[src/rtl/rv32i_pkg.sv]
// Shared RV32I constants for the MEM-stage load/store unit.
// Holds funct3 width/sign codes and LSU FSM state encodings.
package rv32i_pkg;

    localparam logic [2:0] F3_LB  = 3'b000;
    localparam logic [2:0] F3_LH  = 3'b001;
    localparam logic [2:0] F3_LW  = 3'b010;
    localparam logic [2:0] F3_LBU = 3'b100;
    localparam logic [2:0] F3_LHU = 3'b101;
    localparam logic [2:0] F3_SB  = 3'b000;
    localparam logic [2:0] F3_SH  = 3'b001;
    localparam logic [2:0] F3_SW  = 3'b010;

    typedef logic [1:0] lsu_state_t;

    localparam lsu_state_t LSU_IDLE = 2'd0;
    localparam lsu_state_t LSU_REQ  = 2'd1;
    localparam lsu_state_t LSU_RESP = 2'd2;

endpackage

[src/rtl/lsu_load_extend.sv]
// Load data lane select and sign/zero extension.
// Purely combinational; driven by the latched offset and funct3.
module lsu_load_extend
    import rv32i_pkg::*;
(
    input  logic [31:0] rdata,
    input  logic [1:0]  a,
    input  logic [2:0]  funct3,
    output logic [31:0] result
);

    logic [7:0]  b;
    logic [15:0] h;

    always_comb begin
        b = rdata[{a, 3'b000} +: 8];
        h = a[1] ? rdata[31:16] : rdata[15:0];
        unique case (funct3)
            F3_LB:   result = {{24{b[7]}}, b};
            F3_LBU:  result = {24'd0, b};
            F3_LH:   result = {{16{h[15]}}, h};
            F3_LHU:  result = {16'd0, h};
            default: result = rdata;
        endcase
    end

endmodule

[src/rtl/mem_stage_lsu.sv]
// RV32I MEM-stage load/store unit: EX/MEM access to req/ack data bus.
// Stalls the pipeline for the bus transaction, extends load data.
module mem_stage_lsu
    import rv32i_pkg::*;
#(
    parameter int TIMEOUT = 255,
    parameter int CNT_W   = 8
) (
    input  logic        clk,
    input  logic        rst_n,
    input  logic        MEM_valid,
    input  logic        MEM_memRead,
    input  logic        MEM_memWrite,
    input  logic [2:0]  MEM_funct3,
    input  logic [31:0] MEM_aluOut,
    input  logic [31:0] MEM_rs2,
    output logic [31:0] MEM_dmemOut,
    output logic        mem_stall,
    output logic        mem_fault,
    output logic        dbus_req,
    output logic        dbus_we,
    output logic [31:0] dbus_addr,
    output logic [3:0]  dbus_be,
    output logic [31:0] dbus_wdata,
    input  logic        dbus_ack,
    input  logic [31:0] dbus_rdata
);

    localparam int TO_M1 = (TIMEOUT > 0) ? TIMEOUT - 1 : 0;
    localparam logic [CNT_W-1:0] TO_LAST = CNT_W'(TO_M1);

    lsu_state_t       state;
    logic [CNT_W-1:0] cnt;
    logic [2:0]       f3_q;
    logic [1:0]       a_q;

    logic        acc;
    logic        f3_ok;
    logic        align_ok;
    logic        legal;
    logic [1:0]  a;
    logic [1:0]  sz;
    logic [3:0]  be;
    logic [31:0] wdata;
    logic [31:0] ext;

    always_comb begin
        a     = MEM_aluOut[1:0];
        sz    = MEM_funct3[1:0];
        acc   = MEM_valid & (MEM_memRead | MEM_memWrite);
        // read wins when both read and write are flagged
        f3_ok = MEM_memRead ? (MEM_funct3 inside {F3_LB, F3_LH, F3_LW, F3_LBU, F3_LHU})
                            : (sz != 2'b11);
        unique case (sz)
            2'b00: begin
                align_ok = 1'b1;
                be       = 4'b0001 << a;
                wdata    = {4{MEM_rs2[7:0]}};
            end
            2'b01: begin
                align_ok = ~a[0];
                be       = 4'b0011 << a;
                wdata    = {2{MEM_rs2[15:0]}};
            end
            default: begin
                align_ok = (a == 2'b00);
                be       = 4'b1111;
                wdata    = MEM_rs2;
            end
        endcase
        legal = f3_ok & align_ok;
    end

    assign mem_stall = (state == LSU_REQ) |
                       ((state == LSU_IDLE) & acc & legal);

    lsu_load_extend u_ext (
        .rdata  (dbus_rdata),
        .a      (a_q),
        .funct3 (f3_q),
        .result (ext)
    );

    always_ff @(posedge clk or negedge rst_n) begin
        if (!rst_n) begin
            state       <= LSU_IDLE;
            cnt         <= '0;
            f3_q        <= '0;
            a_q         <= '0;
            dbus_req    <= 1'b0;
            dbus_we     <= 1'b0;
            dbus_addr   <= '0;
            dbus_be     <= '0;
            dbus_wdata  <= '0;
            mem_fault   <= 1'b0;
            MEM_dmemOut <= '0;
        end else begin
            mem_fault <= 1'b0;
            unique case (state)
                LSU_IDLE: begin
                    if (acc && legal) begin
                        dbus_req   <= 1'b1;
                        dbus_we    <= ~MEM_memRead;
                        dbus_addr  <= {MEM_aluOut[31:2], 2'b00};
                        dbus_be    <= be;
                        dbus_wdata <= wdata;
                        f3_q       <= MEM_funct3;
                        a_q        <= a;
                        cnt        <= '0;
                        state      <= LSU_REQ;
                    end else if (acc) begin
                        mem_fault   <= 1'b1;
                        MEM_dmemOut <= '0;
                    end
                end
                LSU_REQ: begin
                    if (dbus_ack) begin
                        if (!dbus_we) MEM_dmemOut <= ext;
                        dbus_req <= 1'b0;
                        state    <= LSU_RESP;
                    end else if (TIMEOUT != 0 && cnt == TO_LAST) begin
                        dbus_req    <= 1'b0;
                        mem_fault   <= 1'b1;
                        MEM_dmemOut <= '0;
                        state       <= LSU_RESP;
                    end else begin
                        cnt <= cnt + CNT_W'(1);
                    end
                end
                LSU_RESP: state <= LSU_IDLE;
                default:  state <= LSU_IDLE;
            endcase
        end
    end

endmodule

[config.mk]
export PLATFORM = sky130hd
export DESIGN_NAME = mem_stage_lsu
export DESIGN_NICKNAME = d
export VERILOG_FILES = /design/src/rtl/rv32i_pkg.sv /design/src/rtl/lsu_load_extend.sv /design/src/rtl/mem_stage_lsu.sv
export SDC_FILE = /design/constraint.sdc
export NUM_CORES = 1
export LEC_CHECK = 0
export BUFFER_PORTS_ARGS = -buffer_cell sky130_fd_sc_hd__buf_2
export CORE_AREA = 2 2 109 111
export DETAILED_ROUTE_END_ITERATION = 12
export DIE_AREA = 0 0 111 113
export HOLD_SLACK_MARGIN = 0.15
export PLACE_DENSITY = 0.94
export SYNTH_ARGS = -nofsm -noshare
export SYNTH_HDL_FRONTEND = slang
export SYNTH_HIERARCHICAL = 1
export SYNTH_SLANG_ARGS = --single-unit
export TNS_END_PERCENT = 1
[constraint.sdc]
create_clock -name clk -period 4.4 [get_ports clk]
set_clock_uncertainty 0.05 [all_clocks]
set_input_delay 0.44 -clock clk [delete_from_list [all_inputs] [get_ports clk]]
set_output_delay 0.44 -clock clk [all_outputs]
set_load 0.05 [all_outputs]
* Word level (Yosys, flattened, before mapping)
Index checks and enable logic that the tools add are counted.
Cells by class: add/subtract/negate cells 1, multipliers 0, div/mod/pow operators 0, order comparisons 0, equal/unequal tests 18, shift-type cells 3, mux-type cells 29, bitwise gates (word level) 8, reduce and logical (&&, ||, !) cells 13
Operators by type and width (count):
- $mux 32 | 5
- $pmux 32 s2 | 2
- $pmux 32 s4 | 1
- $shiftx 32x6->8 | 1
- $mux 8 | 3
- $mux 16 | 1
- $pmux 8 s2 | 1
- $eq 3x3->1 const B | 4
- $ne 2x2->1 const B | 5
- $add 8x1->8 const B | 1
- $eq 8x8->1 const B | 1
- $mux 1 | 8
- $pmux 4 s2 | 1
- $eq 3x1->1 const B | 2
- $logic_not 2->1 | 3
- $logic_not 3->1 | 2
- $mux 2 | 3
- $pmux 1 s2 | 3
- $reduce_and 5->1 | 1
- $reduce_bool 5->1 | 1
- $and 1x1->1 | 4
- $eq 2x1->1 const B | 2
- $pmux 2 s2 | 1
- $reduce_and 2->1 | 2
- other kinds (12) | 14
Storage, ports and cells: register bits after elaboration 116, bits in latches 0, memory bits (writable) 0, memory bits (read-only) 0, bits of input ports 105, output and inout port bits 104, memories 0

* Logic depth before layout (Yosys ltp)
Gate-level depths: netlist of the first run.
depth in word-level cells 7, depth in mapped cells 7, mapped depth without buffers 6

* Hierarchy
Netlist of the first run, hierarchy kept.
Modules (own cells, without submodules):
- mem_stage_lsu | times used 1, cells an instance 534, area an instance 5124.9 um^2
- lsu_load_extend | times used 1, cells an instance 96, area an instance 845.8 um^2

* Least setup slack after synthesis of the first run
OpenSTA, ideal clock, no wires.
path type input to output, start point in MEM_funct3[2], end point out mem_stall, data arrival time 1.785 ns, path slack 2.125 ns, cell stages on the path 3, path buffers 0, cell sequence a2111oi_4 > o21ai_0 > a21oi_1
On the way: longest elaborated chain between the ends 6, elaborated cells between the ends (all ways) 10
Ends and longest elaborated chain:
- start, declared | RTL line mem_stage_lsu.sv:14 | input logic [2:0] MEM_funct3,
- $eq 3x1->1 (tied with other cells) | RTL line mem_stage_lsu.sv:52 | f3_ok = MEM_memRead ? (MEM_funct3 inside {F3_LB, F3_LH, F3_LW, F3_LBU, F3_LHU})
- $reduce_bool 5->1 (*) | RTL line mem_stage_lsu.sv:52
- $mux 1 (*) | RTL line mem_stage_lsu.sv:52
- $and 1x1->1 (*) | RTL line mem_stage_lsu.sv:71 | legal = f3_ok & align_ok;
- $and 1x1->1 (*) | RTL line mem_stage_lsu.sv:75 | ((state == LSU_IDLE) & acc & legal);
- $or 1x1->1 (*) | RTL line mem_stage_lsu.sv:74 | assign mem_stall = (state == LSU_REQ) |
- end, declared | RTL line mem_stage_lsu.sv:18 | output logic mem_stall,
Every way passes the cells marked *; elsewhere a longest branch is shown, timed or not.

* Worst setup path in the final report of the first run
start point reg f3_q[1], end point reg MEM_dmemOut[31]
On the way: longest elaborated chain between the ends 5, elaborated cells between the ends (all ways) 8
Ends and longest elaborated chain:
- start, declared | RTL line mem_stage_lsu.sv:34 | logic [2:0] f3_q;
- start signal, assigned | RTL line mem_stage_lsu.sv:107 | f3_q <= MEM_funct3;
- $eq 3x3->1 (tied with other cells) | RTL line lsu_load_extend.sv:18 | unique case (funct3)
- $pmux 32 s4 (*) | RTL line lsu_load_extend.sv:18
- net ext[31] | RTL line mem_stage_lsu.sv:45 | logic [31:0] ext;
- $mux 32 (*) | RTL line mem_stage_lsu.sv:118 | if (!dbus_we) MEM_dmemOut <= ext;
- $mux 32 (*) | RTL line mem_stage_lsu.sv:117 | if (dbus_ack) begin
- $pmux 32 s2 (*) | RTL line mem_stage_lsu.sv:99 | unique case (state)
- end signal, assigned | RTL line mem_stage_lsu.sv:118
- end, declared | RTL line mem_stage_lsu.sv:17 | output logic [31:0] MEM_dmemOut,
Mark *: on every way through the listed nets, which the timed path passes. The rest lies on a longest branch. The select of a mux whose other input is x is not followed. A chain may end at the register's enable or synchronous reset.

==> summary.txt, run 1 <==
Logic synthesis
  • Mapped cell area: 5970 um2
  • Synth Instances: 630
  • Synthesized area per cell: 9.48 um2
  • Number of library cell types mapped by synthesis: 50
  • Predominant post-synthesis flop cell: dfrtp_1
  • Post-synth EDFFs: 0
  • Sequential area share after synthesis: 48.6%
  • #FFs+latches synth: 116
  • Async set-reset flop share out of synthesis: 100%
  • Syn. warnings: 6

Floorplan
  • Initial Util: 53.0%
  • Die X: 111 um
  • # IOs: 209
  • Chip height: 113 um
  • Site row count: 39
  • Die area: 12500 um2
  • CORE AREA: 11300 um2

Run status
  • Status: complete, no violations

Critical path
  • WP buf/inv: 1
  • Critical R2R Capture: MEM_dmemOut[31]
  • Critical path class: flip-flop to flip-flop
  • Cells on worst reg2reg path: 5
  • Critical path fanouts, max: 26
  • Slowest stage cell, crit path: clkinv_1
  • Critical Path RT: 4.67 ns
  • Crit path DAT: 2.93 ns
  • Reg2reg start: f3_q[1]
  • Slowest Stage Delay on Critical Path: 0.92 ns
  • R2R Setup Slk: 1.74 ns
  • CP top delay family: buffers and inverters
  • CP endpoint kind: flip-flop
  • Startpoint Class: flip-flop
  • Critical path cell sequence: clkinv_1 -> o31a_4 -> a2bb2oi_1 -> nand2_1 -> mux2i_1

Placement
  • Area post-placement: 7020 um2
  • Placed Cells: 946
  • Gpl congestion: 0.878
  • Post-DP HPWL: 10.7 mm
  • IO Port Bufs: 206

Pwr
  • P per Cell Area: 665 nW/um2
  • Power consumption: 5.04 mW
  • Leak Pwr: 3.93 nW
  • VDD IR max: 427 uV

Final layout
  • P&R area growth vs syn: 26.7%
  • Fill cells: 854
  • Highest-count cells in the layout ignoring fill and taps: buf_2 (205), nand2_1 (197), dfrtp_1 (116), mux2i_1 (62), inv_1 (37)
  • Final Util: 67.1%
  • Commonest non-fill, non-tap cell in the layout: buf_2
  • Nets: 929
  • Final instance area: 7570 um2
  • Ant diodes: 0
  • Area of the multi-input gates: 2710 um2
  • Post-Layout Cell Count: 978
  • FF/Latch Area: 2900 um2
  • Layout cells sized above 1: 32.7%

CTS
  • Reg clk slew, reported paths: 0.06 ns
  • H-Tree Depth: 4
  • Worst skew pair latency: 0.40 ns
  • Post-CTS setup buffers: 0
  • TritonCTS clock tree: built
  • CTS Hold Bufs: 0
  • CTS Root Cell: clkbuf_16
  • Cts bufs inserted: 17
  • Clock sinks: 116
  • CTS resizes: 0
  • Bufs on Longest Clock Path: 2

Global routing
  • Largest net degree at the start of global routing: 88
  • All-Layer GR Usage: 25.4%
  • Vias in the first global route: 5225
  • Overflow left after global routing: 0
  • Initial antenna violation count: 0
  • First-pass GRT wire length: 25.6 mm

Timing
  • RSZ-0062 raised after global routing: false
  • Fin crit share: 60.4%
  • Slew Limit Headroom: 27.9%
  • Final hold vios: 0
  • Slew Viols, Final: 0
  • Max Fclk: 376 MHz
  • Actual slew at the worst max-slew pin: 1.08 ns
  • Final Critical Period: 2.66 ns
  • Final setup viols: 0
  • Post-Route Setup TNS: 0 ns

Routing
  • Average wire per standard cell: 15.7 um
  • Remaining antenna violation count: 0
  • WL final: 15.4 mm
  • Drt drc: 0
  • Via Count: 5287
  • Drt pass-1 iters: 7
  • Vias/cell: 5.41
  • DRT iter0 DRCs: 382

Hold path
  • Tightest Hold Check Type: primary input to asynchronous set/reset pin

Run
  • Max-cap violations: 0
how the worst max path moves through the flow:
stage,from,end,slack [ns],cells past startpoint
2_1_floorplan,MEM_funct3[2],mem_stall,2.12,3
3_3_place_gp,MEM_funct3[1],MEM_dmemOut[0],1.63,6
3_5_place_dp,MEM_funct3[1],MEM_dmemOut[10],1.55,6
4_1_cts,f3_q[1],MEM_dmemOut[31],1.82,5
5_1_grt,f3_q[1],MEM_dmemOut[31],1.55,5
6_report,f3_q[1],MEM_dmemOut[31],1.74,5
layer usage:
metal | part of all wire (%) | GRT usage [%] | wire, um
met4 | 2.2 | 10.4 | 340
met1 | 41 | 31.8 | 6240
met5 | 0 | 0 | 0
met2 | 49 | 42.2 | 7590
met3 | 7.7 | 6.70 | 1180
cell usage after synthesis (all sizes together) (2+ instances only):
cell type	n	area [um2]
o221ai	5	43.8
inv	37	139
o21a	5	37.5
mux2i	62	621
ha	2	25.0
nor2	20	75.1
a22o	2	17.5
o211ai	4	35.0
or4	3	22.5
buf	22	165
xor2	4	35.0
and3	4	25.0
a2bb2oi	20	263
nor3	2	10.0
nand2	197	739
a211oi	2	15.0
o21ai	36	188
o31ai	2	15.0
mux2	5	60.1
clkbuf	17	63.8
nand4	2	12.5
dfrtp	116	2900
nor2b	10	62.6
nor3b	3	38.8
a21oi	25	136
nand3	4	20.0
a221o	6	60.1
worst register-to-register path: stages (launching register included):
cell and delay (ns):
dfrtp_1 0.68, clkinv_1 0.92, o31a_4 0.49, a2bb2oi_1 0.18, nand2_1 0.08, mux2i_1 0.17
cell families after synthesis:
logic type                 Yosys count  synth area share, %
AOI/OAI and AO/OA                  112                 15.0
DFF                                116                 48.6
xor gates and xnor gates             4                0.587
other                                1               0.0628
and+or+nand+nor                    251                 17.7
buffers and inverters               77                 6.22
muxes                               67                 11.4
adders and majority gates            2                0.419
cell type report:
| type | count | share of cell area [%] |
|---|---|---|
| flip-flops and latches | 116 | 38.4 |
| repair buffers | 211 | 14.3 |
| multi-input cells | 438 | 35.9 |
| clock inverters | 13 | 1.34 |
| inverters | 38 | 1.89 |
| well taps | 143 | 2.36 |
| clock buffers | 19 | 5.85 |
registers in the layout, indices dropped and copies added, names as in the netlist:
register / cells
mem_fault: 1
dbus_we: 1
cnt: 8
dbus_be: 4
dbus_req: 1
dbus_addr: 30
MEM_dmemOut: 32
f3_q: 3
dbus_wdata: 32
state: 2
a_q: 2
where the power goes:
part | leakage, nW | switching (mW) | internal, mW
logic | 2.17 | 1.60 | 0.610
clock network | 0.257 | 0.515 | 0.742
registers | 1.50 | 0.220 | 1.35
stage by stage:
stage | hold WS, ns | setup WS (ns)
6_report | 0.168 | 1.74
5_1_grt | 0.170 | 1.55
4_1_cts | 0.154 | 1.82
3_5_place_dp | 0.407 | 1.55
3_3_place_gp | 0.398 | 1.63
2_1_floorplan | 0.0944 | 2.12
No activity file was read; power rests on OpenSTA's default activity.
==> run 2: changes to the inputs <==
CORE_AREA = 2 2 117 119   (was 2 2 109 111)
DIE_AREA = 0 0 119 121   (was 0 0 111 113)
PLACE_DENSITY = 0.87   (was 0.94)
clock period = 2.4 ns   (was 4.4 ns; I/O delays follow)
==> run 2 against run 1 <==
Effect of this change:
- via count grew 7.9%
- cell count grew 12%
- worst hold slack gained 0.00065 ns
- count of clock-buffer cells in the layout grew 5
- core utilization shrank 2.3 points
- sequential power grew 81%
- flip-flop and latch count is the same
- non-clock buffer count grew 80
- critical path depth grew 1
- register-to-register slack lost 1.3 ns
- total power grew 93%
- global-route usage grew 0.28 points
==> summary.txt, run 2 (synthesized netlist as in run 1, its figures left out) <==
Critical path
  • Critical path fanouts, max: 4
  • Reg2reg start: a_q[0]
  • Critical Path RT: 2.11 ns
  • CP startpoint: MEM_memRead
  • Startpoint Class: primary input
  • Critical path class: primary input to primary output
  • Crit path DAT: 2.03 ns
  • CP endpoint kind: primary output
  • Cells on worst reg2reg path: 6

CTS
  • H-Tree Depth: 4
  • Cts bufs inserted: 17
  • TritonCTS clock tree: built
  • CTS Root Cell: clkbuf_16
  • Clock sinks: 116
  • Worst skew pair latency: 0.41 ns
  • Bufs on Longest Clock Path: 2
  • Reg clk slew, reported paths: 0.05 ns

Hold path
  • Worst Min Path Start: dbus_rdata[10]
  • Tightest Hold Check Type: primary input to flip-flop
  • Hold path cells: 4

Routing
  • Drt pass-1 iters: 5
  • Average wire per standard cell: 16.7 um
  • Drt drc: 0
  • DRT iter0 DRCs: 453
  • Remaining antenna violation count: 0
  • WL final: 18.2 mm
  • WL met1: 7.37 mm
  • Metal2 WL: 8.98 mm
  • Via Count: 5704
  • Routed wl met3: 1.27 mm
  • Vias/cell: 5.22
  • Uppermost layer routed: met4

Final layout
  • Highest-count cells in the layout ignoring fill and taps: buf_2 (205), nand2_1 (197), dfrtp_1 (116), dlygate4sd3_1 (68), mux2i_1 (62)
  • P&R area growth vs syn: 42.1%
  • Commonest non-fill, non-tap cell in the layout: buf_2
  • Nets: 1009
  • Layout cells sized above 1: 31.3%
  • Largest regs: MEM_dmemOut (32), dbus_wdata (32), dbus_addr (30)
  • Fill cells: 968

Global routing
  • First-pass GRT wire length: 29.0 mm
  • Initial antenna violation count: 1
  • Largest net degree at the start of global routing: 64
  • Vias in the first global route: 5918
  • All-Layer GR Usage: 25.7%
  • Overflow left after global routing: 0

Floorplan
  • # IOs: 209
  • Chip height: 121 um
  • Die area: 14400 um2
  • Site row count: 42
  • Die X: 119 um
  • Initial Util: 45.6%
  • CORE AREA: 13100 um2

Timing
  • Slew Limit Headroom: 59.5%
  • RSZ-0062 raised after global routing: false
  • Final hold vios: 0
  • Actual slew at the worst max-slew pin: 0.607 ns
  • Setup ws final: 0.0758 ns
  • Slew Viols, Final: 0
  • Fin crit share: 96.8%
  • Max Fclk: 430 MHz
  • Post-Route Setup TNS: 0 ns
  • Final setup viols: 0
  • Final Critical Period: 2.32 ns

Run
  • Max-cap violations: 0

Run status
  • Status: complete, no violations

Pwr
  • Leak Pwr: 4.33 nW
  • VDD IR max: 797 uV
  • P per Cell Area: 1140 nW/um2

Placement
  • Gpl congestion: 0.931
  • Dpl ws: 0.484 ns
  • Post-DP HPWL: 11.0 mm
  • IO Port Bufs: 206
==> run 2: cell count changes in the layout (fill, tap and decap cells not counted), sizes merged <==
cell,previous run,this run
inv,42,37
buf,211,223
clkbuf,19,24
clkinvlp,4,1
clkinv,5,6
diode,0,1
dlygate4sd3,0,68
bufinv,0,2
==> run 2: path summary, 6_finish.rpt <==
kind	to	slack (ns)
setup / recovery	mem_stall	0.08
hold / removal	MEM_dmemOut[10]	0.17
setup reg to reg	MEM_dmemOut[25]	0.45
hold reg to reg	dbus_be[1]	0.42
max in group asynchronous	dbus_addr[8]	1.23
min in group asynchronous	dbus_wdata[1]	0.35
==> run 2: repair_timing <==
item / 4_1_cts / 5_1_grt
resized for setup: 0 / 1
setup buffers: 0 / 1
endpoints found under the setup margin: 0 / 1
hold buffers: 68 / 0
hold endpoints to repair: 109 / 0
==> run 2: routing by layer <==
metal  global-route usage (%)  up-vias
met5                        0        -
met2                     43.3      294
met1                     30.7     2707
met4                     13.0        0
li1                         -     2652
met3                     6.06       51
==> run 2: cell type report <==
class | count | area [um2] | area share [%]
Inverter | 38 | 143 | 1.68
Multi-Input combinational cell | 438 | 2720 | 32.0
Clock inverter | 8 | 96.3 | 1.14
Tap cell | 176 | 220 | 2.60
Sequential cell | 116 | 2900 | 34.2
Clock buffer | 24 | 512 | 6.03
Antenna cell | 1 | 2.50 | 0.0295
Timing Repair Buffer | 291 | 1890 | 22.3
==> run 2: worst max-delay path: stages <==
cell,delay (ns)
dlygate4sd3_1,0.54
buf_2,0.16
a2111oi_4,0.44
o21ai_0,0.19
a21oi_1,0.18
buf_2,0.28
==> run 2: through the flow <==
step	power, mW	instance area (um2)	std cells	util, %	hold slack [ns]
detailed placement	6.98	7180	990	54.9	0.246
CTS	9.66	8470	1090	64.7	0.152
global placement	6.91	7180	990	54.9	0.238
floorplan	6.00	5970	631	-	-0.106
finish	9.71	8490	1092	64.8	0.169
global route	10.1	8490	1092	64.8	0.156
==> run 2: report_power, final <==
| part | total [mW] | switching, mW | internal (mW) | leakage (nW) |
|---|---|---|---|---|
| logic | 4.30 | 3.05 | 1.25 | 2.53 |
| clock network | 2.57 | 0.885 | 1.69 | 0.302 |
| registers | 2.84 | 0.359 | 2.48 | 1.50 |
| total | 9.71 | 4.29 | 5.42 | 4.33 |
